==> src/rtl/agc_pkg.sv <==
// Shared constants and helpers for the multi-channel AGC loop filter.
// Datapath values are signed fixed point with FRAC fractional bits.
package agc_pkg;

    localparam int W_DEF        = 16;
    localparam int FRAC_DEF     = 8;
    localparam int NCH_DEF      = 4;

    // Unity gain in the default Q format
    localparam int ONE          = 1 << FRAC_DEF;

    // Default clamp limits: non-negative gain up to the largest positive value
    localparam int GAIN_MIN_DEF = 0;
    localparam int GAIN_MAX_DEF = (1 << (W_DEF - 1)) - 1;

    // Width of a channel index; at least one bit even for a single channel
    function automatic int chw(input int n);
        return (n <= 2) ? 1 : $clog2(n);
    endfunction

endpackage

==> src/rtl/agc_loop_filter_mc_if.sv <==
// Sample/result bus of the AGC loop filter.
// master drives error samples and control, slave returns gain results.
interface agc_loop_filter_mc_if
    import agc_pkg::*;
#(
    parameter int W    = W_DEF,
    parameter int FRAC = FRAC_DEF,
    parameter int NCH  = NCH_DEF
);
    localparam int CHW = chw(NCH);

    logic                  err_valid;
    logic [CHW-1:0]        err_ch;
    logic signed [W-1:0]   error;
    logic signed [W-1:0]   mu;
    logic signed [W-1:0]   initial_gain;
    logic signed [W-1:0]   gain_min;
    logic signed [W-1:0]   gain_max;
    logic                  freeze;
    logic                  load;

    logic                  gain_valid;
    logic [CHW-1:0]        gain_ch;
    logic signed [W-1:0]   gain;
    logic                  sat_hi;
    logic                  sat_lo;

    modport master (
        output err_valid, err_ch, error, mu, initial_gain,
               gain_min, gain_max, freeze, load,
        input  gain_valid, gain_ch, gain, sat_hi, sat_lo
    );

    modport slave (
        input  err_valid, err_ch, error, mu, initial_gain,
               gain_min, gain_max, freeze, load,
        output gain_valid, gain_ch, gain, sat_hi, sat_lo
    );

endinterface

==> src/rtl/agc_sat.sv <==
// Combinational clamp of a wide signed value into [i_min, i_max].
// The upper limit is applied first, then the lower one, so an inverted
// window (min > max) always resolves to i_min with only sat_lo raised.
module agc_sat
    import agc_pkg::*;
#(
    parameter int W  = W_DEF,
    parameter int IW = 2 * W_DEF + 2
) (
    input  logic signed [IW-1:0] i_value,
    input  logic signed [W-1:0]  i_min,
    input  logic signed [W-1:0]  i_max,
    output logic signed [W-1:0]  o_value,
    output logic                 o_sat_hi,
    output logic                 o_sat_lo
);

    logic signed [IW-1:0] w_minExt;
    logic signed [IW-1:0] w_maxExt;
    logic signed [IW-1:0] w_hiClamped;
    logic signed [IW-1:0] w_result;

    assign w_minExt = {{(IW - W){i_min[W-1]}}, i_min};
    assign w_maxExt = {{(IW - W){i_max[W-1]}}, i_max};

    // Clamp against the upper limit, then the lower limit; flags follow the final result
    always_comb begin
        o_sat_hi    = 1'b0;
        o_sat_lo    = 1'b0;
        w_hiClamped = i_value;
        if (i_value > w_maxExt) begin
            w_hiClamped = w_maxExt;
            o_sat_hi    = 1'b1;
        end
        w_result = w_hiClamped;
        if (w_hiClamped < w_minExt) begin
            w_result = w_minExt;
            o_sat_lo = 1'b1;
            o_sat_hi = 1'b0;
        end
    end

    assign o_value = w_result[W-1:0];

endmodule

==> src/rtl/agc_loop_filter_mc.sv <==
// Multi-channel AGC loop filter: gain[ch] += round(error*mu >> FRAC), clamped.
// Stage 1 registers the product, stage 2 does a read-modify-write of the
// channel's gain register and drives the result, so a sample on the very
// next cycle already sees the updated gain.
module agc_loop_filter_mc
    import agc_pkg::*;
#(
    parameter int W    = W_DEF,
    parameter int FRAC = FRAC_DEF,
    parameter int NCH  = NCH_DEF
) (
    input  logic                  clk,
    input  logic                  rst,
    agc_loop_filter_mc_if.slave   bus
);

    localparam int CHW = chw(NCH);
    localparam int PW  = 2 * W;
    localparam int SW  = PW + 2;
    localparam logic [PW:0] RND = (PW + 1)'(1) << (FRAC - 1);

    logic                  w_chOk;
    logic                  w_accept;
    logic signed [PW-1:0]  w_prod;

    logic                  r_s1Valid;
    logic [CHW-1:0]        r_s1Ch;
    logic signed [PW-1:0]  r_s1Prod;
    logic                  r_s1Freeze;
    logic                  r_s1Load;

    logic signed [W-1:0]   r_gainMem [NCH];

    logic signed [W-1:0]   w_oldGain;
    logic signed [PW:0]    w_prodRnd;
    logic signed [PW:0]    w_upd;
    logic signed [SW-1:0]  w_sum;
    logic signed [W-1:0]   w_clamped;
    logic                  w_satHi;
    logic                  w_satLo;
    logic signed [W-1:0]   w_newGain;
    logic                  w_newHi;
    logic                  w_newLo;

    logic                  r_gainValid;
    logic [CHW-1:0]        r_gainCh;
    logic signed [W-1:0]   r_gain;
    logic                  r_satHi;
    logic                  r_satLo;

    // Out-of-range channel indices only exist when NCH is not a power of two
    if ((1 << CHW) > NCH) begin : g_chCheck
        assign w_chOk = (bus.err_ch < CHW'(NCH));
    end else begin : g_chAll
        assign w_chOk = 1'b1;
    end

    assign w_accept = bus.err_valid && w_chOk;
    assign w_prod   = bus.error * bus.mu;

    // Stage 1: capture the full-width product and the sample's control bits
    always_ff @(posedge clk) begin
        if (rst) begin
            r_s1Valid  <= 1'b0;
            r_s1Ch     <= '0;
            r_s1Prod   <= '0;
            r_s1Freeze <= 1'b0;
            r_s1Load   <= 1'b0;
        end else begin
            r_s1Valid <= w_accept;
            if (w_accept) begin
                r_s1Ch     <= bus.err_ch;
                r_s1Prod   <= w_prod;
                r_s1Freeze <= bus.freeze;
                r_s1Load   <= bus.load;
            end
        end
    end

    assign w_oldGain = r_gainMem[r_s1Ch];
    assign w_prodRnd = {r_s1Prod[PW-1], r_s1Prod} + RND;
    assign w_upd     = w_prodRnd >>> FRAC;
    assign w_sum     = {w_upd[PW], w_upd} + {{(SW - W){w_oldGain[W-1]}}, w_oldGain};

    agc_sat #(
        .W  (W),
        .IW (SW)
    ) u_sat (
        .i_value  (w_sum),
        .i_min    (bus.gain_min),
        .i_max    (bus.gain_max),
        .o_value  (w_clamped),
        .o_sat_hi (w_satHi),
        .o_sat_lo (w_satLo)
    );

    // Select the stage 2 result: load beats freeze, both bypass the clamp
    always_comb begin
        w_newGain = w_clamped;
        w_newHi   = w_satHi;
        w_newLo   = w_satLo;
        if (r_s1Load) begin
            w_newGain = bus.initial_gain;
            w_newHi   = 1'b0;
            w_newLo   = 1'b0;
        end else if (r_s1Freeze) begin
            w_newGain = w_oldGain;
            w_newHi   = 1'b0;
            w_newLo   = 1'b0;
        end
    end

    // Stage 2: write back the channel gain and register the result; outputs hold when idle
    always_ff @(posedge clk) begin
        if (rst) begin
            for (int i = 0; i < NCH; i++) begin
                r_gainMem[i] <= bus.initial_gain;
            end
            r_gainValid <= 1'b0;
            r_gainCh    <= '0;
            r_gain      <= '0;
            r_satHi     <= 1'b0;
            r_satLo     <= 1'b0;
        end else begin
            r_gainValid <= r_s1Valid;
            if (r_s1Valid) begin
                if (!r_s1Freeze || r_s1Load) begin
                    r_gainMem[r_s1Ch] <= w_newGain;
                end
                r_gainCh <= r_s1Ch;
                r_gain   <= w_newGain;
                r_satHi  <= w_newHi;
                r_satLo  <= w_newLo;
            end
        end
    end

    assign bus.gain_valid = r_gainValid;
    assign bus.gain_ch    = r_gainCh;
    assign bus.gain       = r_gain;
    assign bus.sat_hi     = r_satHi;
    assign bus.sat_lo     = r_satLo;

endmodule

==> src/flat_wrapper.sv <==
// flat-port wrapper written by rule: the top's interface ports become plain ports
module agc_loop_filter_mc_flat import agc_pkg::*;
#(
    parameter int W    = W_DEF,
    parameter int FRAC = FRAC_DEF,
    parameter int NCH  = NCH_DEF
)
  (clk, rst, bus_err_valid, bus_err_ch, bus_error, bus_mu, bus_initial_gain, bus_gain_min, bus_gain_max, bus_freeze, bus_load, bus_gain_valid, bus_gain_ch, bus_gain, bus_sat_hi, bus_sat_lo);
  agc_loop_filter_mc_if #(.W(W), .FRAC(FRAC), .NCH(NCH)) bus_i ();
  input  logic clk;
  input  logic rst;
  input wire logic [$bits(bus_i.err_valid)-1:0] bus_err_valid;
  input wire logic [$bits(bus_i.err_ch)-1:0] bus_err_ch;
  input wire logic [$bits(bus_i.error)-1:0] bus_error;
  input wire logic [$bits(bus_i.mu)-1:0] bus_mu;
  input wire logic [$bits(bus_i.initial_gain)-1:0] bus_initial_gain;
  input wire logic [$bits(bus_i.gain_min)-1:0] bus_gain_min;
  input wire logic [$bits(bus_i.gain_max)-1:0] bus_gain_max;
  input wire logic [$bits(bus_i.freeze)-1:0] bus_freeze;
  input wire logic [$bits(bus_i.load)-1:0] bus_load;
  output wire logic [$bits(bus_i.gain_valid)-1:0] bus_gain_valid;
  output wire logic [$bits(bus_i.gain_ch)-1:0] bus_gain_ch;
  output wire logic [$bits(bus_i.gain)-1:0] bus_gain;
  output wire logic [$bits(bus_i.sat_hi)-1:0] bus_sat_hi;
  output wire logic [$bits(bus_i.sat_lo)-1:0] bus_sat_lo;
  assign bus_i.err_valid = bus_err_valid;
  assign bus_i.err_ch = bus_err_ch;
  assign bus_i.error = bus_error;
  assign bus_i.mu = bus_mu;
  assign bus_i.initial_gain = bus_initial_gain;
  assign bus_i.gain_min = bus_gain_min;
  assign bus_i.gain_max = bus_gain_max;
  assign bus_i.freeze = bus_freeze;
  assign bus_i.load = bus_load;
  assign bus_gain_valid = bus_i.gain_valid;
  assign bus_gain_ch = bus_i.gain_ch;
  assign bus_gain = bus_i.gain;
  assign bus_sat_hi = bus_i.sat_hi;
  assign bus_sat_lo = bus_i.sat_lo;
  agc_loop_filter_mc #(.W(W), .FRAC(FRAC), .NCH(NCH)) u_core (.clk(clk), .rst(rst), .bus(bus_i));
endmodule
==> config.mk <==
export PLATFORM = sky130hd
export DESIGN_NAME = agc_loop_filter_mc_flat
export DESIGN_NICKNAME = d
export VERILOG_FILES = /design/src/rtl/agc_pkg.sv /design/src/rtl/agc_loop_filter_mc_if.sv /design/src/rtl/agc_sat.sv /design/src/rtl/agc_loop_filter_mc.sv /design/src/flat_wrapper.sv
export SDC_FILE = /design/constraint.sdc
export NUM_CORES = 1
export LEC_CHECK = 0
export ABC_AREA = 1
export CORE_MARGIN = 2
export CORE_UTILIZATION = 45
export CTS_BUF_LIST = sky130_fd_sc_hd__clkbuf_8 sky130_fd_sc_hd__clkbuf_16
export DETAILED_ROUTE_END_ITERATION = 10
export DONT_BUFFER_PORTS = 1
export PLACE_DENSITY = 0.57
export SLEW_MARGIN = 10
export SYNTH_ARGS = -nofsm -noshare
export SYNTH_HDL_FRONTEND = slang
export SYNTH_SLANG_ARGS = --single-unit
==> constraint.sdc <==
create_clock -name clk -period 19.7 [get_ports clk]
set_input_delay 3.94 -clock clk [delete_from_list [all_inputs] [get_ports clk]]
set_output_delay 3.94 -clock clk [all_outputs]
set_load 0.01 [all_outputs]
==> results by group <==
Clock tree
  • CTS clock-pin slew for the worst setup and hold paths: 60 ps
  • Num Clock Sinks: 117
  • Setup repair bufs after CTS: 0
  • Total CTS buffers: 17
  • Root Buffer: clkbuf_16
  • PostCTS Resize Cnt: 0
  • Insertion delay to the later sink of the worst-skew pair: 430 ps
  • TritonCTS clock tree: built
  • Htree depth: 4
  • Hold_buf cts: 0
  • Clock Path Buffers: 2

Timing
  • Fin crit share: 48.3%
  • Max Freq: 105 MHz
  • Slew at the pin closest to its max-slew limit: 1180 ps
  • Fin Clk Skew: 16.4 ps
  • Setup TNS: 0 ps
  • Period minus WS final: 9510 ps
  • Final hold vios: 0
  • Slew Limit Fails: 0
  • Headroom to the max-slew limit: 21.0%
  • Setup violators final: 0
  • RSZ-0062 raised after global routing: no

Global route
  • Global-route wire length before repair: 83100 um
  • Largest net degree at the start of global routing: 38
  • Initial antenna violation count: 0
  • Overflow after GRT: 0
  • Vias in the first global route: 15600
  • Total track usage: 24.0%

Floorplan
  • Die width: 209 um
  • Initial Util: 45.3%
  • Site Rows: 75
  • IO Count: 108
  • Die Area: 43700 sq um
  • Core box area: 41800 sq um
  • Die Height: 209 um

Logic synthesis
  • Avg Cell Area, Syn: 7.62 sq um
  • FFs w/ async S/R, synth: 0%
  • Cell variety after synth: 52
  • Synth warnings: 0
  • Ys flop type: edfxtp_1
  • Synthesized Nets: 2992
  • Post-Synthesis Cells: 2483
  • Flops & latches, synth: 117
  • Post-synth EDFFs: 64
  • Synthesized area: 18900 sq um
  • Seq/Total Area, Yosys: 15.8%

Placement
  • Area post-placement: 19300 sq um
  • IO buf count: 0
  • GPL Wtd Cong: 0.917
  • HPWL Detailed: 41100 um

Outcome
  • Status: finished, final reports clean

Worst setup path
  • Crit end category: flop
  • Worst Path Buf+Inv: 8
  • CP most frequent cell: nand2_1
  • Crit path launch type: flop
  • WP data required: 19880 ps
  • Largest stage delay, worst path: 760 ps
  • R2R cell count: 47
  • Largest delay share family, worst path: simple AND/OR/NAND/NOR gates
  • Worst Path Arrival: 9680 ps
  • Slowest CP cell: inv_1
  • Maximum net fanout on the critical path: 33
  • Crit Path Class: flop to flop
  • FF-to-FF setup slack: 10190 ps
  • Crit Reg-Reg Endpoint: u_core.r_gainMem[1][3]

Job
  • Maxcap violations: 0

Min path
  • Hold endpoint: u_core.r_s1Prod[30]
  • Worst hold stages: 2
  • Worst Hold Launch: u_core.r_s1Prod[30]
  • HP Class: flop to flop

Final layout
  • Post-route cell area: 19900 sq um
  • Antenna Cells: 0
  • Util after Layout: 47.6%
  • Layout area overhead: 5.14%
  • Layout Nets: 2928
  • Share of layout cells above drive strength 1: 4.52%

Detailed routing
  • Final WL: 51100 um
  • DRC: 0
  • Drt initial violations: 903
  • Total number of vias: 15200
  • DR vias/cell: 5.13
  • Antenna Nets Post-Route: 0
  • Routed len/inst: 17.2 um
  • TritonRoute pass-1 iters: 5
-- kinds of logic (layout without fill, tap and decap cells) --
family | Yosys count | count (layout) | synth area share (%)
fa+ha+maj | 422 | 422 | 38.3
flops | 117 | 117 | 15.8
compound gates | 298 | 298 | 8.72
mux | 3 | 3 | 0.159
buf+inv | 657 | 606 | 13.1
simple gates | 916 | 916 | 20.7
xor+xnor | 70 | 70 | 3.24
-- cells in the mapped netlist (2+ instances only) --
cell type	number	share of area, %
buf_1	2	0.040
ha_1	160	11
buf_2	7	0.19
inv_2	5	0.099
a211oi_1	6	0.24
a31oi_1	11	0.36
a21boi_0	2	0.079
nor4_1	7	0.23
o22ai_1	15	0.50
o21ai_0	109	2.9
o21bai_1	3	0.12
xnor2_1	28	1.3
nand2_1	582	12
o21ai_1	13	0.34
mux2i_1	3	0.16
clkbuf_1	79	1.6
o211ai_1	9	0.36
nor3_1	12	0.32
nand2_4	6	0.36
dfxtp_1	53	5.6
a21o_1	5	0.20
nand3_2	11	0.58
xor2_1	42	1.9
nand4_1	8	0.26
a21boi_1	3	0.12
or2_2	28	0.93
o221ai_1	3	0.14
o21a_1	4	0.16
nor2_2	2	0.066
and2_1	10	0.33
and3b_1	2	0.093
nand3b_1	2	0.079
nor2_1	123	2.4
a21oi_1	106	2.8
fa_1	262	28
nand2_2	11	0.36
edfxtp_1	64	10
inv_1	562	11
nand3_1	108	2.9
o21ai_2	3	0.14
-- worst max-delay path by stage --
stage	slack, ps	start	depth (start not counted)	to
global placement	10180	bus_mu[15]	25	u_core.r_s1Prod[30]
floorplan	10060	bus_error[10]	26	u_core.r_s1Prod[30]
global route	9370	flop	47	u_core.r_gainMem[1][10]
detailed placement	10130	bus_mu[15]	25	u_core.r_s1Prod[30]
finish	10190	flop	47	u_core.r_gainMem[1][3]
CTS	10220	flop	47	u_core.r_gainMem[1][3]
-- final cells by class --
class                      instances  area (sq um)
clock inverter                    12          87.6
multi-input combinational       1709         13500
timing repair buffer               6          45.0
clock buffer                      20           500
inverter                         568          2130
sequential                       117          2980
tap                              539           674
fill                            4175         21900
-- tightest hold or removal path, cell delays in order (launching register included) --
cell and delay (ps):
dfxtp_1 330, o211ai_1 80, inv_1 50
-- metrics by stage --
stage | hold WS, ps | setup slack (ps) | std cells
finish | 491 | 10190 | 2971
global route | 526 | 9370 | 2971
CTS | 488 | 10220 | 2971
detailed placement | 472 | 10130 | 2939
global placement | 489 | 10180 | 2939
floorplan | 449 | 10060 | 2483
-- state kept, by name, summed over array words and instances, names as in the netlist, named ones only --
signal,flops
u_core.r_gainMem,64
u_core.r_s1Prod,25
u_core.bus.gain,16
u_core.bus.gain_ch,2
u_core.r_s1Ch,2
u_core.bus.gain_valid,1
u_core.bus.sat_hi,1
u_core.bus.sat_lo,1
u_core.r_s1Freeze,1
u_core.r_s1Load,1
u_core.r_s1Valid,1
-- placed cells by master (no fill, tap or decap), types with 3 or more instances in the layout --
cell	Yosys	routed
dfxtp_1	53	53
o21bai_1	3	3
clkinv_4	0	4
a21boi_1	3	3
o21ai_1	13	13
a211oi_1	6	5
or2_2	28	28
a31oi_1	11	11
ha_1	160	160
clkbuf_16	0	20
fa_1	262	262
nor3_1	12	12
xor2_1	42	42
inv_1	562	563
o21ai_2	3	3
inv_6	0	3
nand3_1	108	108
o211ai_1	9	9
a21o_1	5	5
nand2_4	6	6
nor4_1	7	7
o21ai_0	109	109
buf_4	0	6
nand2_1	582	582
nand2_2	11	11
o22ai_1	15	15
nor2_2	2	3
mux2i_1	3	3
edfxtp_1	64	64
o221ai_1	3	3
inv_2	5	5
nor2_1	123	122
o21a_1	4	4
and2_1	10	10
nand4_1	8	8
nand3_2	11	11
a21oi_1	106	106
xnor2_1	28	28
-- per-layer routing --
layer | share of wire (%) | vias to the layer above | global-route usage, %
li1 | - | 7454 | -
met1 | 44 | 7305 | 31.6
met2 | 48 | 418 | 42.0
met3 | 5.5 | 61 | 3.07
met4 | 1.7 | 0 | 5.89
met5 | 0 | - | 0
Power is left out: the tool's default activity adds up to more than one toggle a clock period on the data nets, which glitch-free logic cannot reach.
